--- src/rtl/nms_pkg.sv ---
// Shared types and constants for the NMS stream controller slice.
package nms_pkg;

  localparam int CFG_W     = 11;
  localparam int WIN_CNT_W = 22;
  localparam int MIN_DIM   = 3;

  typedef enum logic [2:0] {
    ST_IDLE  = 3'd0,
    ST_RUN   = 3'd1,
    ST_GAP   = 3'd2,
    ST_DRAIN = 3'd3,
    ST_DONE  = 3'd4
  } state_t;

endpackage

--- src/rtl/nms_frame_counter.sv ---
// Column/row position of the incoming pixel stream with line-end and
// frame-end detection for the current handshake.
module nms_frame_counter
  import nms_pkg::*;
(
  input  logic             clk,
  input  logic             rst,
  input  logic             clr,
  input  logic             adv,
  input  logic [CFG_W-1:0] iw,
  input  logic [CFG_W-1:0] ih,
  output logic             line_end,
  output logic             frame_end
);

  logic [CFG_W-1:0] col_r;
  logic [CFG_W-1:0] row_r;

  assign line_end  = adv && (col_r == (iw - 11'd1));
  assign frame_end = line_end && (row_r == (ih - 11'd1));

  // Column advances per pixel and wraps at the line end, bumping the row.
  always_ff @(posedge clk) begin
    if (rst || clr) begin
      col_r <= 11'd0;
      row_r <= 11'd0;
    end else if (line_end) begin
      col_r <= 11'd0;
      row_r <= row_r + 11'd1;
    end else if (adv) begin
      col_r <= col_r + 11'd1;
    end else begin
      col_r <= col_r;
    end
  end

endmodule

--- src/rtl/nms_stream_ctrl.sv ---
// Frame sequencer feeding the NMS 3x3 window buffer.
// Optional statistics counters are enabled with `define NMS_CTRL_STATS_EN.
module nms_stream_ctrl
  import nms_pkg::*;
#(
  parameter int DATAWID       = 8,
  parameter int MAX_W         = 2047,
  parameter int LINE_GAP      = 2,
  parameter int DRAIN_TIMEOUT = 4096
) (
  input  logic               clk,
  input  logic               rst,
  input  logic               start,
  input  logic [10:0]        cfg_iw,
  input  logic [10:0]        cfg_ih,
  input  logic               s_valid,
  input  logic [DATAWID-1:0] s_data,
  output logic               s_ready,
  output logic               buf_din_valid,
  output logic [DATAWID-1:0] buf_din,
  output logic [10:0]        buf_iw,
  output logic [10:0]        buf_ih,
  input  logic               buf_dout_valid,
  output logic               busy,
  output logic               done,
  output logic               err_cfg,
  output logic               err_timeout,
  output logic [15:0]        frame_cnt,
  output logic [23:0]        stall_cnt
);

  localparam int DR_W  = $clog2(DRAIN_TIMEOUT + 1);
  localparam int GAP_W = (LINE_GAP > 1) ? $clog2(LINE_GAP) : 1;

  state_t state_r, state_next_s;
  logic s_ready_r, busy_r, done_r, err_cfg_r, err_timeout_r, buf_din_valid_r;
  logic [DATAWID-1:0]   buf_din_r;
  logic [CFG_W-1:0]     iw_r, ih_r;
  logic [WIN_CNT_W-1:0] win_cnt_r, win_exp_r, win_cnt_next_s, iw_m2_s, ih_m2_s;
  logic [DR_W-1:0]      drain_cnt_r;
  logic [GAP_W-1:0]     gap_cnt_r;
  logic hs_s, cfg_ok_s, accept_s, reject_s, timeout_s, line_end_s, frame_end_s;

  assign hs_s     = s_valid && s_ready_r;
  assign cfg_ok_s = (cfg_iw >= CFG_W'(MIN_DIM)) && (cfg_iw <= CFG_W'(MAX_W)) &&
                    (cfg_ih >= CFG_W'(MIN_DIM));
  assign iw_m2_s  = {11'd0, cfg_iw} - 22'd2;
  assign ih_m2_s  = {11'd0, cfg_ih} - 22'd2;
  assign win_cnt_next_s = buf_dout_valid ? (win_cnt_r + 22'd1) : win_cnt_r;

  nms_frame_counter u_frame_counter (
    .clk       (clk),
    .rst       (rst),
    .clr       (accept_s),
    .adv       (hs_s),
    .iw        (iw_r),
    .ih        (ih_r),
    .line_end  (line_end_s),
    .frame_end (frame_end_s)
  );

  // Next-state decode; the window count beats the drain timeout on a tie.
  always_comb begin
    state_next_s = state_r;
    accept_s     = 1'b0;
    reject_s     = 1'b0;
    timeout_s    = 1'b0;
    case (state_r)
      ST_IDLE: begin
        if (start && cfg_ok_s) begin
          accept_s     = 1'b1;
          state_next_s = ST_RUN;
        end else if (start) begin
          reject_s = 1'b1;
        end else begin
          state_next_s = ST_IDLE;
        end
      end
      ST_RUN: begin
        if (frame_end_s) begin
          state_next_s = ST_DRAIN;
        end else if (line_end_s && (LINE_GAP > 0)) begin
          state_next_s = ST_GAP;
        end else begin
          state_next_s = ST_RUN;
        end
      end
      ST_GAP: begin
        if (gap_cnt_r == GAP_W'(LINE_GAP - 1)) begin
          state_next_s = ST_RUN;
        end else begin
          state_next_s = ST_GAP;
        end
      end
      ST_DRAIN: begin
        if (win_cnt_next_s >= win_exp_r) begin
          state_next_s = ST_DONE;
        end else if (drain_cnt_r == DR_W'(DRAIN_TIMEOUT - 1)) begin
          timeout_s    = 1'b1;
          state_next_s = ST_DONE;
        end else begin
          state_next_s = ST_DRAIN;
        end
      end
      ST_DONE: state_next_s = ST_IDLE;
      default: state_next_s = ST_IDLE;
    endcase
  end

  // State and status outputs, registered from the next-state decode.
  always_ff @(posedge clk) begin
    if (rst) begin
      state_r         <= ST_IDLE;
      s_ready_r       <= 1'b0;
      busy_r          <= 1'b0;
      done_r          <= 1'b0;
      err_cfg_r       <= 1'b0;
      err_timeout_r   <= 1'b0;
      buf_din_valid_r <= 1'b0;
      buf_din_r       <= '0;
    end else begin
      state_r         <= state_next_s;
      s_ready_r       <= (state_next_s == ST_RUN);
      busy_r          <= (state_next_s != ST_IDLE);
      done_r          <= (state_next_s == ST_DONE);
      err_cfg_r       <= reject_s;
      buf_din_valid_r <= hs_s;
      buf_din_r       <= hs_s ? s_data : buf_din_r;
      err_timeout_r   <= accept_s ? 1'b0 : (timeout_s ? 1'b1 : err_timeout_r);
    end
  end

  // Frame config latch, window tally and gap/drain cycle counters.
  always_ff @(posedge clk) begin
    if (rst) begin
      iw_r        <= 11'd0;
      ih_r        <= 11'd0;
      win_exp_r   <= 22'd0;
      win_cnt_r   <= 22'd0;
      gap_cnt_r   <= '0;
      drain_cnt_r <= '0;
    end else begin
      if (accept_s) begin
        iw_r      <= cfg_iw;
        ih_r      <= cfg_ih;
        win_exp_r <= iw_m2_s * ih_m2_s;
        win_cnt_r <= 22'd0;
      end else if (state_r != ST_IDLE) begin
        win_cnt_r <= win_cnt_next_s;
      end else begin
        win_cnt_r <= win_cnt_r;
      end
      gap_cnt_r   <= (state_r == ST_GAP) ? (gap_cnt_r + GAP_W'(1)) : '0;
      drain_cnt_r <= (state_r == ST_DRAIN) ? (drain_cnt_r + DR_W'(1)) : '0;
    end
  end

  assign s_ready       = s_ready_r;
  assign busy          = busy_r;
  assign done          = done_r;
  assign err_cfg       = err_cfg_r;
  assign err_timeout   = err_timeout_r;
  assign buf_din_valid = buf_din_valid_r;
  assign buf_din       = buf_din_r;
  assign buf_iw        = iw_r;
  assign buf_ih        = ih_r;

`ifdef NMS_CTRL_STATS_EN
  logic [15:0] frame_cnt_r;
  logic [23:0] stall_cnt_r;

  // Completed-frame counter (wrapping) and per-frame gap stall counter (saturating).
  always_ff @(posedge clk) begin
    if (rst) begin
      frame_cnt_r <= 16'd0;
      stall_cnt_r <= 24'd0;
    end else begin
      frame_cnt_r <= (state_next_s == ST_DONE) ? (frame_cnt_r + 16'd1) : frame_cnt_r;
      if (accept_s) begin
        stall_cnt_r <= 24'd0;
      end else if ((state_r == ST_GAP) && (stall_cnt_r != 24'hFF_FFFF)) begin
        stall_cnt_r <= stall_cnt_r + 24'd1;
      end else begin
        stall_cnt_r <= stall_cnt_r;
      end
    end
  end

  assign frame_cnt = frame_cnt_r;
  assign stall_cnt = stall_cnt_r;
`else
  assign frame_cnt = 16'd0;
  assign stall_cnt = 24'd0;
`endif

endmodule

--- config.mk ---
export PLATFORM = sky130hd
export DESIGN_NAME = nms_stream_ctrl
export DESIGN_NICKNAME = d
export VERILOG_FILES = /design/src/rtl/nms_pkg.sv /design/src/rtl/nms_frame_counter.sv /design/src/rtl/nms_stream_ctrl.sv
export SDC_FILE = /design/constraint.sdc
export NUM_CORES = 1
export LEC_CHECK = 0
export CORE_MARGIN = 2
export CORE_UTILIZATION = 45
export DETAILED_ROUTE_END_ITERATION = 7
export PLACE_DENSITY = 0.62
export SYNTH_ARGS = -nofsm -noshare
export SYNTH_HDL_FRONTEND = slang
export SYNTH_SLANG_ARGS = --single-unit
export TNS_END_PERCENT = 30
--- constraint.sdc ---
create_clock -name clk -period 20.7 [get_ports clk]
set_input_delay 2.07 -clock clk [delete_from_list [all_inputs] [get_ports clk]]
set_output_delay 2.07 -clock clk [all_outputs]
set_load 0.02 [all_outputs]
# == Word level (Yosys, flattened, before mapping) ==
# Cells that the tools add are included.
# classes
eq_ne,8
bitwise_logic,3
order_cmp,4
addsub,9
n_mul,1
reduce_logical,15
n_mux,15
# ops
op,n
$sub A11 B2 Y12 const B,2
$add A11 B1 Y11 const B,2
$add A22 B1 Y22 const B,1
$eq A11 B11 Y1,2
$ge A11 B2 Y1 const B,2
$ge A22 B22 Y1,1
$mul A12 B12 Y22,1
$mux W22,1
$sub A11 B1 Y11 const B,2
$add A13 B1 Y13 const B,1
$eq A13 B12 Y1 const B,1
$mux W3,4
$pmux W3 S4,1
$le A11 B11 Y1 const B,1
$reduce_or A2 Y1,4
$eq A3 B1 Y1 const B,2
$eq A3 B2 Y1 const B,2
$logic_and A1 B1 Y1,6
$mux W1,6
$mux W2,3
$reduce_bool A3 Y1,2
$eq A3 B3 Y1 const B,1
$logic_not A3 Y1,1
$not A1 Y1,3
other kinds (3),3
# word_totals
out_inout_bits,76
register_bits,119
word_cells,71
input_bits,35

# == Longest topological paths before layout ==
# logic_depth
depth_word,8
depth_mapped,26
mapped_depth_nobuf,25

# == Modules after synthesis ==
# A second synthesis with hierarchy kept.
# unflattened
cells_unflattened,1471
hier_area_um2,12089.1
# modules_own_cells
module,area_each_um2,cells_per_inst,n_inst,seq_area_each_um2
nms_stream_ctrl,10405.0,1260,1,1941.9
nms_frame_counter,1684.1,211,1,440.4

# == Least setup slack after synthesis ==
# No wires, ideal clock.
# synth_path
path_type,input-to-reg
from,in cfg_ih[1]
to,reg win_exp_r[21]
n_path_buf,2
path_slack_ps,12238
arrival_time_ps,8392
t_required_ps,20630
setup_ps,70
stages,25
path_cell_list,inv_1 > clkbuf_1 > ha_1 > or3b_2 > or3_1 > and2_1 > clkbuf_1 > or2_2 > fa_1 > fa_1 > inv_1 > fa_1 > fa_1 > inv_1 > fa_1 > inv_1 > ha_1 > o21a_1 > o2111a_1 > o41ai_1 > a221o_1 > o21ai_0 > xnor2_1 > nand2_1 > a21oi_1
# synth_between
elab_chain_len,5
word_cells_on_any_way,7
classes_between,add/sub: 1; mul: 1; order compare: 1; mux: 2; reduce/logical: 2
# synth_rtl
element,line_no,source
start: declaration,nms_stream_ctrl.sv:15,"input logic [10:0] cfg_ih,"
"parallel branches: the longest is 5 deep, another holds $mul A12 B12 Y22",n/a,
end signal: assignment,nms_stream_ctrl.sv:146,win_exp_r <= iw_m2_s * ih_m2_s;
end: declaration,nms_stream_ctrl.sv:39,"logic [WIN_CNT_W-1:0] win_cnt_r, win_exp_r, win_cnt_next_s, iw_m2_s, ih_m2_s;"
# Several ways; the timed one is not identified.
# A chain may end at the register's enable or synchronous reset.

# == Worst setup path after layout ==
# Ends and elaborated chain as after synthesis.

==> results.md <==
- Final Hold Fails: 0
- Main synth FF type: dfxtp_1
- Maximum number of pins on one net before global-route repair: 63
- Flip-flop and latch count after synthesis: between 100 and 150
- Class of the tightest hold or removal check: reg2reg
- Series of cell instances along the critical path: clkdlybuf4s50_1 > inv_1 > ha_1 > or3b_2 > or3_1 > and2_1 > or2_2 > fa_1 > fa_1 > inv_1 > fa_1 > fa_1 > inv_1 > fa_1 > inv_1 > ha_1 > o21a_1 > o2111a_1 > o41ai_1 > a221o_1 > o21ai_0 > xnor2_1 > nand2_1 > a21oi_1
- Number of synthesized flops with an enable pin: 0
- Routed len/inst: approximately 15 um
- Most used cell, CP: fa_1
- Reg-to-reg setup timing slack: between 15 and 20 ns
- Starting utilization of the core area: 0.460
- Static power due to leakage: 5.99 nW
- Clock transition at path regs: 0.06 ns
- Grt total ovfl: 0
- # fillers: between 2000 and 3000
- Post-cts hold buffer count: 0
- Routed via count divided by cell count: 5.14
- Critical path data arrival time: 9.49 ns
- Layout cells sized above 1: 0.0402
- Initial antenna violation count: 0
- Root buffer cell: clkbuf_16
- Final weighted congestion of routability-driven global placement: 0.879
- Synthesis warning total: 0
- Port buffer count: 70
- Met3 GRT Util: 0.0362
- Gate count of the mapped netlist: 1466
- Tcrit/Tclk final: 0.441
- Cts repair resizes: 0
- R2R Path Start: win_cnt_r[0]
- GRT Max-Usage Layer: met2
- Deepest level of the CTS H-tree: 4
- Vias in the first global route: approximately 9700
- Area contributors post-synth: fa_1 21%, dfxtp_1 20%, ha_1 8.4%
- Placed cell areas: 0.0128 mm^2
- FF-to-FF path depth: 17
- Number of DRC violations after detailed-routing iteration 0: 575
- Worst min-delay path endpoint: drain_cnt_r[0]
- Routed vias: around 9500
- Die ar.: 0.0280 mm^2
- Maximum count of clock buffers along a single path: 2
- Post-synth cell types: between 60 and 70
- Least-Margin Pin Slew: 1.09 ns
- Clock insertion delay at the later pin of the skew report: approximately 0.43 ns
- Crit-path max cell delay: ~0.65 ns
- Met1 GRT Util: 0.289
- Core area: about 0.026 mm^2
- Power per unit of standard cell area: around 100 mW/mm^2
- TritonCTS clock tree: yes
- Total negative setup slack: 0 ns
- Crit Reg-Reg Endpoint: s_ready
- Maximum vdd ir drop: 0.0808 mV
- Mean instance size in the synthesized netlist: 8.19 um^2
- Maximum fanout along the worst path: 11
- Slowest cell on crit path: clkdlybuf4s50_1
- Met2 layer usage reported by global route: 0.358
- Total global-route track usage: 0.215
- First-pass GRT wire length: 48800 um
- Violations in the final reports: DRC
- Worst setup path class: in2reg
- Width of the chip: around 170 um
- Shortest clock period the worst path allows after layout: about 9.1 ns
- RSZ-0062 raised after global routing: no
- Number of instances on the worst hold path: 1
- Critical path endpoint category: register
- Proportion of netlist area held by the largest area contributor: 0.213
- DRC: 10
- Most area-hungry cell type in the Yosys netlist: fa_1
- First drt pass iteration count: 8
- Nets@finish: 1747
- Number of sinks driven by the clock tree: 119
- Number of nets with antenna violations after detailed routing: 0
- Post-CTS setup-driven buffer insertion count: 0
- Required time reported for the critical path endpoint: approximately 21 ns
- Core Rows: 59
- Maximum frequency from static timing analysis: between 0.1 and 0.15 GHz
- Hold_sp: drain_cnt_r[0]
- Final wirelength: 28400 um
- Post-synthesis instance area: 0.0120 mm^2
- Crit path launch type: input port
- Setup violations, final: 0
- HPWL reported at the end of detailed placement: between 20000 and 25000 um
- Slew Limit Fails: 0
- Clock skew after layout: 0.0133 ns
- Y dimension of the die: ~170 um
- Num CTS Buffers: 17
- Total non-filler cell area in the finished layout: 0.0134 mm^2
- Fraction of registers with async set/reset: 0
- Max-capacitance violation count: 0
- Headroom to the max-slew limit: 0.269
- Area added between synthesis and finish: 11.9%
- Portion of the post-synthesis area used by sequential elements: 0.198
- Number of top-level design ports: 111
- Outcome: complete, but fails checks
- Antenna cell count: 0
worst max path at each step:
stage               startpoint       endpoint  slack (ns)  depth (start not counted)
floorplan            cfg_ih[1]  win_exp_r[21]       12.24                         25
detailed placement   cfg_ih[1]  win_exp_r[21]       11.24                         24
CTS                  cfg_ih[1]  win_exp_r[21]       11.64                         24
finish               cfg_ih[1]  win_exp_r[21]       11.56                         24
global route         cfg_ih[1]  win_exp_r[21]       11.12                         24
global placement     cfg_ih[1]  win_exp_r[21]       11.35                         24
cell usage after synthesis, drive strengths merged (3+ instances only):
| master | instances |
|---|---|
| nand2 | 205 |
| inv | 202 |
| nor2 | 150 |
| fa | 128 |
| dfxtp | 119 |
| ha | 81 |
| a21oi | 73 |
| xor2 | 70 |
| xnor2 | 66 |
| clkbuf | 49 |
| buf | 48 |
| and3 | 24 |
| nor3 | 24 |
| nand3 | 22 |
| nand4 | 20 |
| nand2b | 18 |
| o21ai | 18 |
| nor2b | 17 |
| or3 | 11 |
| or2 | 10 |
| a21o | 9 |
| and2 | 8 |
| nor4 | 8 |
| a211oi | 6 |
| a31oi | 5 |
| nor3b | 5 |
| o21a | 5 |
| o31ai | 5 |
| mux2i | 4 |
| nor4b | 4 |
| o21bai | 4 |
| o31a | 4 |
| a41oi | 3 |
| and4 | 3 |
| nand3b | 3 |
| o2111ai | 3 |
| or4 | 3 |
where the power goes:
| group | leakage [nW] | total (mW) | internal, mW | switching (mW) |
|---|---|---|---|---|
| clock | 0.316 | 0.336 | 0.209 | 0.127 |
| sequential | 0.967 | 0.257 | 0.245 | 0.0119 |
| combinational | 4.71 | 0.749 | 0.321 | 0.428 |
| total | 5.99 | 1.34 | 0.775 | 0.567 |
stage by stage:
stage	hold slack (ns)	setup slack, ns	util	total power [mW]	instances
finish	0.447	11.56	0.514	1.34	1851
global route	0.473	11.12	0.514	1.48	1851
CTS	0.447	11.64	0.514	1.36	1851
detailed placement	0.438	11.24	0.489	1.01	1819
global placement	0.428	11.35	0.489	1.00	1819
floorplan	0.418	12.24	-	0.855	1505
metal layers:
metal | vias to the layer above | wire length, um
met1 | 4597 | 13200
met2 | 226 | 13300
met4 | 0 | 524
li1 | 4644 | -
met3 | 41 | 1310
met5 | - | 0
area by class of cell:
class | count | area, um^2 | share of cell area
Clock buffer | 18 | 439 | 0.0327
Multi-Input combinational cell | 1087 | 8490 | 0.632
Inverter | 202 | 758 | 0.0564
Tap cell | 335 | 419 | 0.0312
Sequential cell | 119 | 2380 | 0.177
Timing Repair Buffer | 76 | 741 | 0.0551
Clock inverter | 14 | 211 | 0.0157
worst max-delay path, delay by kind of cell:
kind	cells	cell delay (ns)
buffers and inverters	5	1.20
AO/OA/AOI/OAI	6	1.28
adder cells (fa/ha/maj)	7	3.26
XOR/XNOR	1	0.15
AND/OR/NAND/NOR	5	1.53
kinds of logic after synthesis:
family	synth area share
buffers and inverters	0.108
XOR/XNOR	0.101
multiplexers	0.00427
AND/OR/NAND/NOR	0.209
adder cells (fa/ha/maj)	0.298
flip-flops	0.198
other	0.000312
AO/OA/AOI/OAI	0.0814
layout by cell type, fill, tap and decap left out, types with 6 or more instances in the layout:
| master | n |
|---|---|
| inv_1 | 202 |
| or3_1 | 11 |
| ha_1 | 81 |
| dfxtp_1 | 119 |
| or2_2 | 10 |
| nor4_1 | 6 |
| o21ai_0 | 18 |
| nand2b_1 | 18 |
| nor2_1 | 150 |
| xnor2_1 | 66 |
| fa_1 | 128 |
| and3_1 | 24 |
| nor2b_1 | 17 |
| buf_4 | 6 |
| conb_1 | 40 |
| a21o_1 | 9 |
| and2_1 | 7 |
| nand3_1 | 21 |
| a211oi_1 | 6 |
| clkbuf_16 | 17 |
| nor3_1 | 22 |
| nand2_1 | 205 |
| xor2_1 | 70 |
| nand4_1 | 20 |
| clkdlybuf4s50_1 | 69 |
| a21oi_1 | 73 |
sequential cells by signal, indices dropped and copies added (netlist names):
name / flops
buf_din: 8
buf_din_valid: 1
buf_ih: 11
buf_iw: 11
busy: 1
done: 1
drain_cnt_r: 13
err_cfg: 1
err_timeout: 1
gap_cnt_r: 1
s_ready: 1
state_r: 3
u_frame_counter.col_r: 11
u_frame_counter.row_r: 11
win_cnt_r: 22
win_exp_r: 22
(Power assumes the default switching activity.)
==> edit 1 (same settings) <==
The parameter `MAX_W` goes from 2047 to 1023.
--- a/src/rtl/nms_stream_ctrl.sv
+++ b/src/rtl/nms_stream_ctrl.sv
@@ -6,3 +6,3 @@
   parameter int DATAWID       = 8,
-  parameter int MAX_W         = 2047,
+  parameter int MAX_W         = 1023,
   parameter int LINE_GAP      = 2,
Behaviour: not the same (a bounded check fails within 4 cycles, from zero or initial values and one cycle with rst high).
==> edit 1 against the unedited design <==
Worst setup slack worse by 0.56 ns. Sequential share of layout area rose by 0.091 points. Global-route usage down 0.10 points. Sequential power down 2%. Critical path depth is 1 lower. Count of clock-buffer cells in the layout up 1. Cell area decreased by 0.51%. Sequential cell count is the same. Core utilization down 0.12 points. Power decreased by 2.0%. Maximum frequency is 5.8% lower. Wire length shrank 0.82%. Cell count shrank 1.0%. Area after synthesis shrank 0.41%.
==> edit 1: results (changes against the unedited design) <==
The master of the slowest instance on the critical path was sky130_fd_sc_hd__xor2_1 (was sky130_fd_sc_hd__clkdlybuf4s50_1). The transition at the pin with the smallest max-transition slack was 1.285 ns (was 1.088 ns). The first-pass iteration count of the detailed router came out at 5 (was 8).

The arrival time at the worst endpoint came out at 10.04 ns (was 9.49 ns). The run gives 9336 (was 9508) as the total vias in the final route. For the largest net degree at the start of global routing, the log shows 62 (was 63).

The worst flop-to-flop path endpoint is state_r[0]$_SDFF_PP0_ (was s_ready$_SDFF_PP0_). The worst ir drop on vdd was 0.0001171 V (was 0.00008080 V); the post-layout net count was 1728 (was 1747). The logs give 5.899 nW (was 5.993 nW) for the standby leakage power and 3.351% (was 3.616%) for the met3 track utilization from global routing. The run gives 27.07% (was 28.86%) as the routing usage on met1. The number of buffers inserted for hold repair after clock tree synthesis is 0 (unchanged), and the weighted congestion reported at the end of routability-driven placement is 0.9342 (was 0.8794).

The launch point of the worst hold path is gap_cnt_r$_SDFF_PP0_ (was drain_cnt_r[0]$_SDFF_PP0_). The tools report the half-perimeter wire length after detailed placement as 22420 µm (was 22180 µm). The reg-to-reg startpoint was win_cnt_r[0]$_SDFFE_PP0N_ (unchanged). The critical path's largest stage delay was 0.92 ns (was 0.65 ns); the fraction of the yosys area taken by sequential cells was 19.92% (was 19.84%). The number of buffers created by CTS was 17 (unchanged). The number of design-rule violations left by the first detailed-router iteration is 666 (was 575), and the met2 routing resource usage after global routing is 36.39% (was 35.85%).

The share of cells above drive strength 1 works out to 4.876% (was 4.024%). The maximum fanout along the worst path was 12 (was 11). The end of the worst hold path was gap_cnt_r$_SDFF_PP0_ (was drain_cnt_r[0]$_SDFF_PP0_). The via count of the first global-routing pass is 9598 (was 9664). The worst hold margin was 0.4469 ns (was 0.4473 ns); the worst-case register-to-register setup slack was 16.24 ns (was 16.21 ns). Top cells by area in the synthesized netlist: sky130_fd_sc_hd__fa_1 (21%), sky130_fd_sc_hd__dfxtp_1 (20%), sky130_fd_sc_hd__ha_1 (8.5%), sky130_fd_sc_hd__inv_1 (6.4%), sky130_fd_sc_hd__nand2_1 (6.1%) (was sky130_fd_sc_hd__fa_1 (21%), sky130_fd_sc_hd__dfxtp_1 (20%), sky130_fd_sc_hd__ha_1 (8.4%), sky130_fd_sc_hd__nand2_1 (6.4%), sky130_fd_sc_hd__inv_1 (6.3%)). The flow ran to the end, and the final reports show no timing, DRC or antenna violations. Clock tree skew after final layout: 0.01220 ns (was 0.01334 ns). The routed wire length was 28160 µm (was 28390 µm); the aggregate global-route resource usage was 21.35% (was 21.45%). For the total of fill cells in the finished design, the log shows 2484 (was 2537). Synth cell count leaders: sky130_fd_sc_hd__inv_1 (203), sky130_fd_sc_hd__nand2_1 (195), sky130_fd_sc_hd__nor2_1 (145) (was sky130_fd_sc_hd__nand2_1 (205), sky130_fd_sc_hd__inv_1 (202), sky130_fd_sc_hd__nor2_1 (150)).
==> edit 1: metal layers <==
metal	share of wire [%]	wire [µm]	vias to the layer above
li1	-	-	4558
met1	44	12440	4508
met2	48	13510	214
met3	4.3	1217	56
met4	3.5	982	0
met5	0	0	-
==> edit 1: cell families (layout without fill, tap and decap cells) <==
kind of cell	count (synthesis)	after routing	synth area share, %
and+or+nand+nor	519	519	20.49
buffers and inverters	294	313	10.71
adders and majority gates	209	209	29.90
AOI/OAI and AO/OA	149	149	7.930
xor gates and xnor gates	144	144	10.67
DFF	119	119	19.92
muxes	4	4	0.3452
other	1	40	0.03135
==> edit 1: cell type report <==
cell class / instances / area [µm²] / area share (%)
clock inverter: 13 / 168.9 / 1.263
multi-input combinational: 1065 / 8443 / 63.14
clock buffer: 19 / 452.9 / 3.387
sequential: 119 / 2382 / 17.81
inverter: 206 / 773.2 / 5.782
tap: 335 / 419.2 / 3.134
timing repair buffer: 75 / 733.2 / 5.483
==> edit 1: stage by stage <==
stage | cells | area, µm² | utilization (%) | setup WS (ns) | total power [mW]
6_report | 1832 | 13370 | 51.32 | 11.00 | 1.314
5_1_grt | 1832 | 13370 | 51.32 | 10.53 | 1.454
4_1_cts | 1832 | 13370 | 51.32 | 11.06 | 1.329
3_5_place_dp | 1800 | 12750 | 48.93 | 10.63 | 1.010
3_3_place_gp | 1800 | 12750 | 48.93 | 10.67 | 1.004
2_1_floorplan | 1478 | 12110 | - | 12.41 | 0.8654
==> edit 1: where the power goes <==
| part | leakage, nW | internal, mW | switching, mW |
|---|---|---|---|
| sequential | 0.964 | 0.242 | 0.00951 |
| clock | 0.293 | 0.197 | 0.116 |
| combinational | 4.64 | 0.322 | 0.427 |
| total | 5.90 | 0.761 | 0.553 |
==> edit 2 (same flow settings) <==
Without the edit above. Register the output `err_timeout` once more, cleared by the reset; this adds one clock of latency there. The other outputs are not delayed to match.
--- a/src/rtl/nms_stream_ctrl.sv
+++ b/src/rtl/nms_stream_ctrl.sv
@@ -161,3 +161,9 @@
   assign err_cfg       = err_cfg_r;
-  assign err_timeout   = err_timeout_r;
+  always_ff @(posedge clk) begin
+    if (rst) begin
+      err_timeout <= '0;
+    end else begin
+      err_timeout <= err_timeout_r;
+    end
+  end
   assign buf_din_valid = buf_din_valid_r;
Check against the original RTL: same outputs for any inputs over 10 cycles, from zero or initial values and one cycle with rst high; that may be too few to reach the edited logic, so the function may still have changed.
==> edit 2 against the unedited design <==
Wire length grew 5.2%. Power grew 3.1%. Die area increased by 1.1%. Highest routed layer unchanged. Clock skew fell by 0.0024 ns. Area after synthesis increased by 1.1%. Register-to-register slack lost 0.36 ns. Critical endpoint unchanged. Synthesized cell count grew 1.4%. Cell area rose by 0.80%. Worst setup slack got worse by 0.29 ns. Sequential cell count rose by 1. Global-route usage grew 0.76 points.
==> edit 2: results (changes against the unedited design) <==
For the standby leakage power, the log shows 5.887 nW (was 5.993 nW). The weighted congestion reported at the end of routability-driven placement was 0.9100 (was 0.8794). The placed standard-cell area was 0.01293 mm² (was 0.01279 mm²); the share of cells above drive strength 1 was 4.029% (was 4.024%).

Worst-case register-to-register setup slack: 15.85 ns (was 16.21 ns). The logs give 2574 (was 2537) for the total of fill cells in the finished design and 22.50% (was 26.91%) for the worst slew margin relative to its limit. Average cell area after synthesis: 8.164 µm² (was 8.192 µm²).

The logs give 9842 (was 9508) for the total vias in the final route and 29860 µm (was 28390 µm) for the routed wire length. The worst ir drop on vdd came out at 0.00009178 V (was 0.00008080 V). The origin of the worst setup path was cfg_iw[1] (was cfg_ih[1]). The length in cells of the worst reg-to-reg path came out at 15 (was 17).

The aggregate global-route resource usage is 22.21% (was 21.45%), and the half-perimeter wire length after detailed placement is 23540 µm (was 22180 µm). The per-cell routed wire length works out to 15.88 µm (was 15.34 µm). The setup slack at placement was 10.90 ns (was 11.24 ns); the number of different library cells in the post-synthesis netlist was 67 (was 66).

The power per standard cell area came out at 102.1 mW/mm² (was 99.80 mW/mm²). The run finished with clean final reports. The run gives 1848 (was 1819) as the placed instance count. The run gives 0.01092 ns (was 0.01334 ns) as the clock tree skew after final layout. The arrival time at the worst endpoint is 9.79 ns (was 9.49 ns), and the number of cells on the worst hold path is 2 (was 1).

Critical path's largest stage delay: 0.74 ns (was 0.65 ns). Synth cell count leaders: sky130_fd_sc_hd__inv_1 (206), sky130_fd_sc_hd__nand2_1 (201), sky130_fd_sc_hd__nor2_1 (139) (was sky130_fd_sc_hd__nand2_1 (205), sky130_fd_sc_hd__inv_1 (202), sky130_fd_sc_hd__nor2_1 (150)). The logs give 50490 µm (was 48760 µm) for the first-pass GRT wire length and 1770 (was 1747) for the post-layout net count. The largest net degree at the start of global routing came out at 69 (was 63). The switching portion of total power was 43.45% (was 42.25%).
-- edit 2: changes by cell type after synthesis, sizes merged, moves of 4 or more --
| cell | delta |
|---|---|
| inv | +4 |
| nor3 | +7 |
| nor2b | -6 |
| nor4 | +5 |
| o211ai | +5 |
| and3 | -12 |
| xor2 | -19 |
| or4 | +14 |
| or3 | +10 |
| nor2 | -11 |
| o21ai | +14 |
| a21oi | +7 |
-- edit 2: how the worst min path moves through the flow --
| stage | startpoint | end | slack [ns] |
|---|---|---|---|
| 6_report | win_exp_r[11]$_SDFFE_PP0P_ | win_exp_r[11]$_SDFFE_PP0P_ | 0.45 |
| 5_1_grt | win_exp_r[17]$_SDFFE_PP0P_ | win_exp_r[17]$_SDFFE_PP0P_ | 0.47 |
| 4_1_cts | win_exp_r[17]$_SDFFE_PP0P_ | win_exp_r[17]$_SDFFE_PP0P_ | 0.45 |
| 3_5_place_dp | win_exp_r[17]$_SDFFE_PP0P_ | win_exp_r[17]$_SDFFE_PP0P_ | 0.44 |
| 3_3_place_gp | buf_din[7]$_SDFFE_PP0P_ | buf_din[7]$_SDFFE_PP0P_ | 0.44 |
| 2_1_floorplan | gap_cnt_r$_SDFF_PP0_ | gap_cnt_r$_SDFF_PP0_ | 0.42 |
-- edit 2: final cells by class --
cell class	count	area share (%)
clock inverters	15	1.404
repair buffers	78	5.578
inverters	206	5.707
multi-input cells	1103	63.29
well taps	341	3.149
flip-flops and latches	120	17.73
clock buffers	17	3.140
-- edit 2: layer usage --
| layer | global-route usage (%) | share of wire [%] |
|---|---|---|
| met5 | 0 | 0 |
| met4 | 8.096 | 2.9 |
| met3 | 3.456 | 4.8 |
| met2 | 37.29 | 48 |
| met1 | 29.06 | 45 |
-- edit 2: kinds of logic after synthesis --
group                      synth area share, %
xor gates and xnor gates                 8.782
adders and majority gates                29.46
DFF                                      19.79
buffers and inverters                    10.82
other                                  0.03089
muxes                                   0.4329
and+or+nand+nor                          21.39
AOI/OAI and AO/OA                        9.297
-- edit 2: worst max-delay path: cells and delay by family --
kind	cells	cell delay (ns)
adder cells (fa/ha/maj)	7	3.04
AND/OR/NAND/NOR	9	2.70
AO/OA/AOI/OAI	1	0.29
buffers and inverters	6	1.25
XOR/XNOR	1	0.41
-- edit 2: power by group through the flow --
stage               combinational [mW]  clock, mW  sequential [mW]
finish                           0.797      0.319            0.268
global route                     0.936      0.336            0.270
CTS                              0.805      0.324            0.268
detailed placement               0.798          0            0.273
global placement                 0.790          0            0.272
floorplan                        0.628          0            0.273
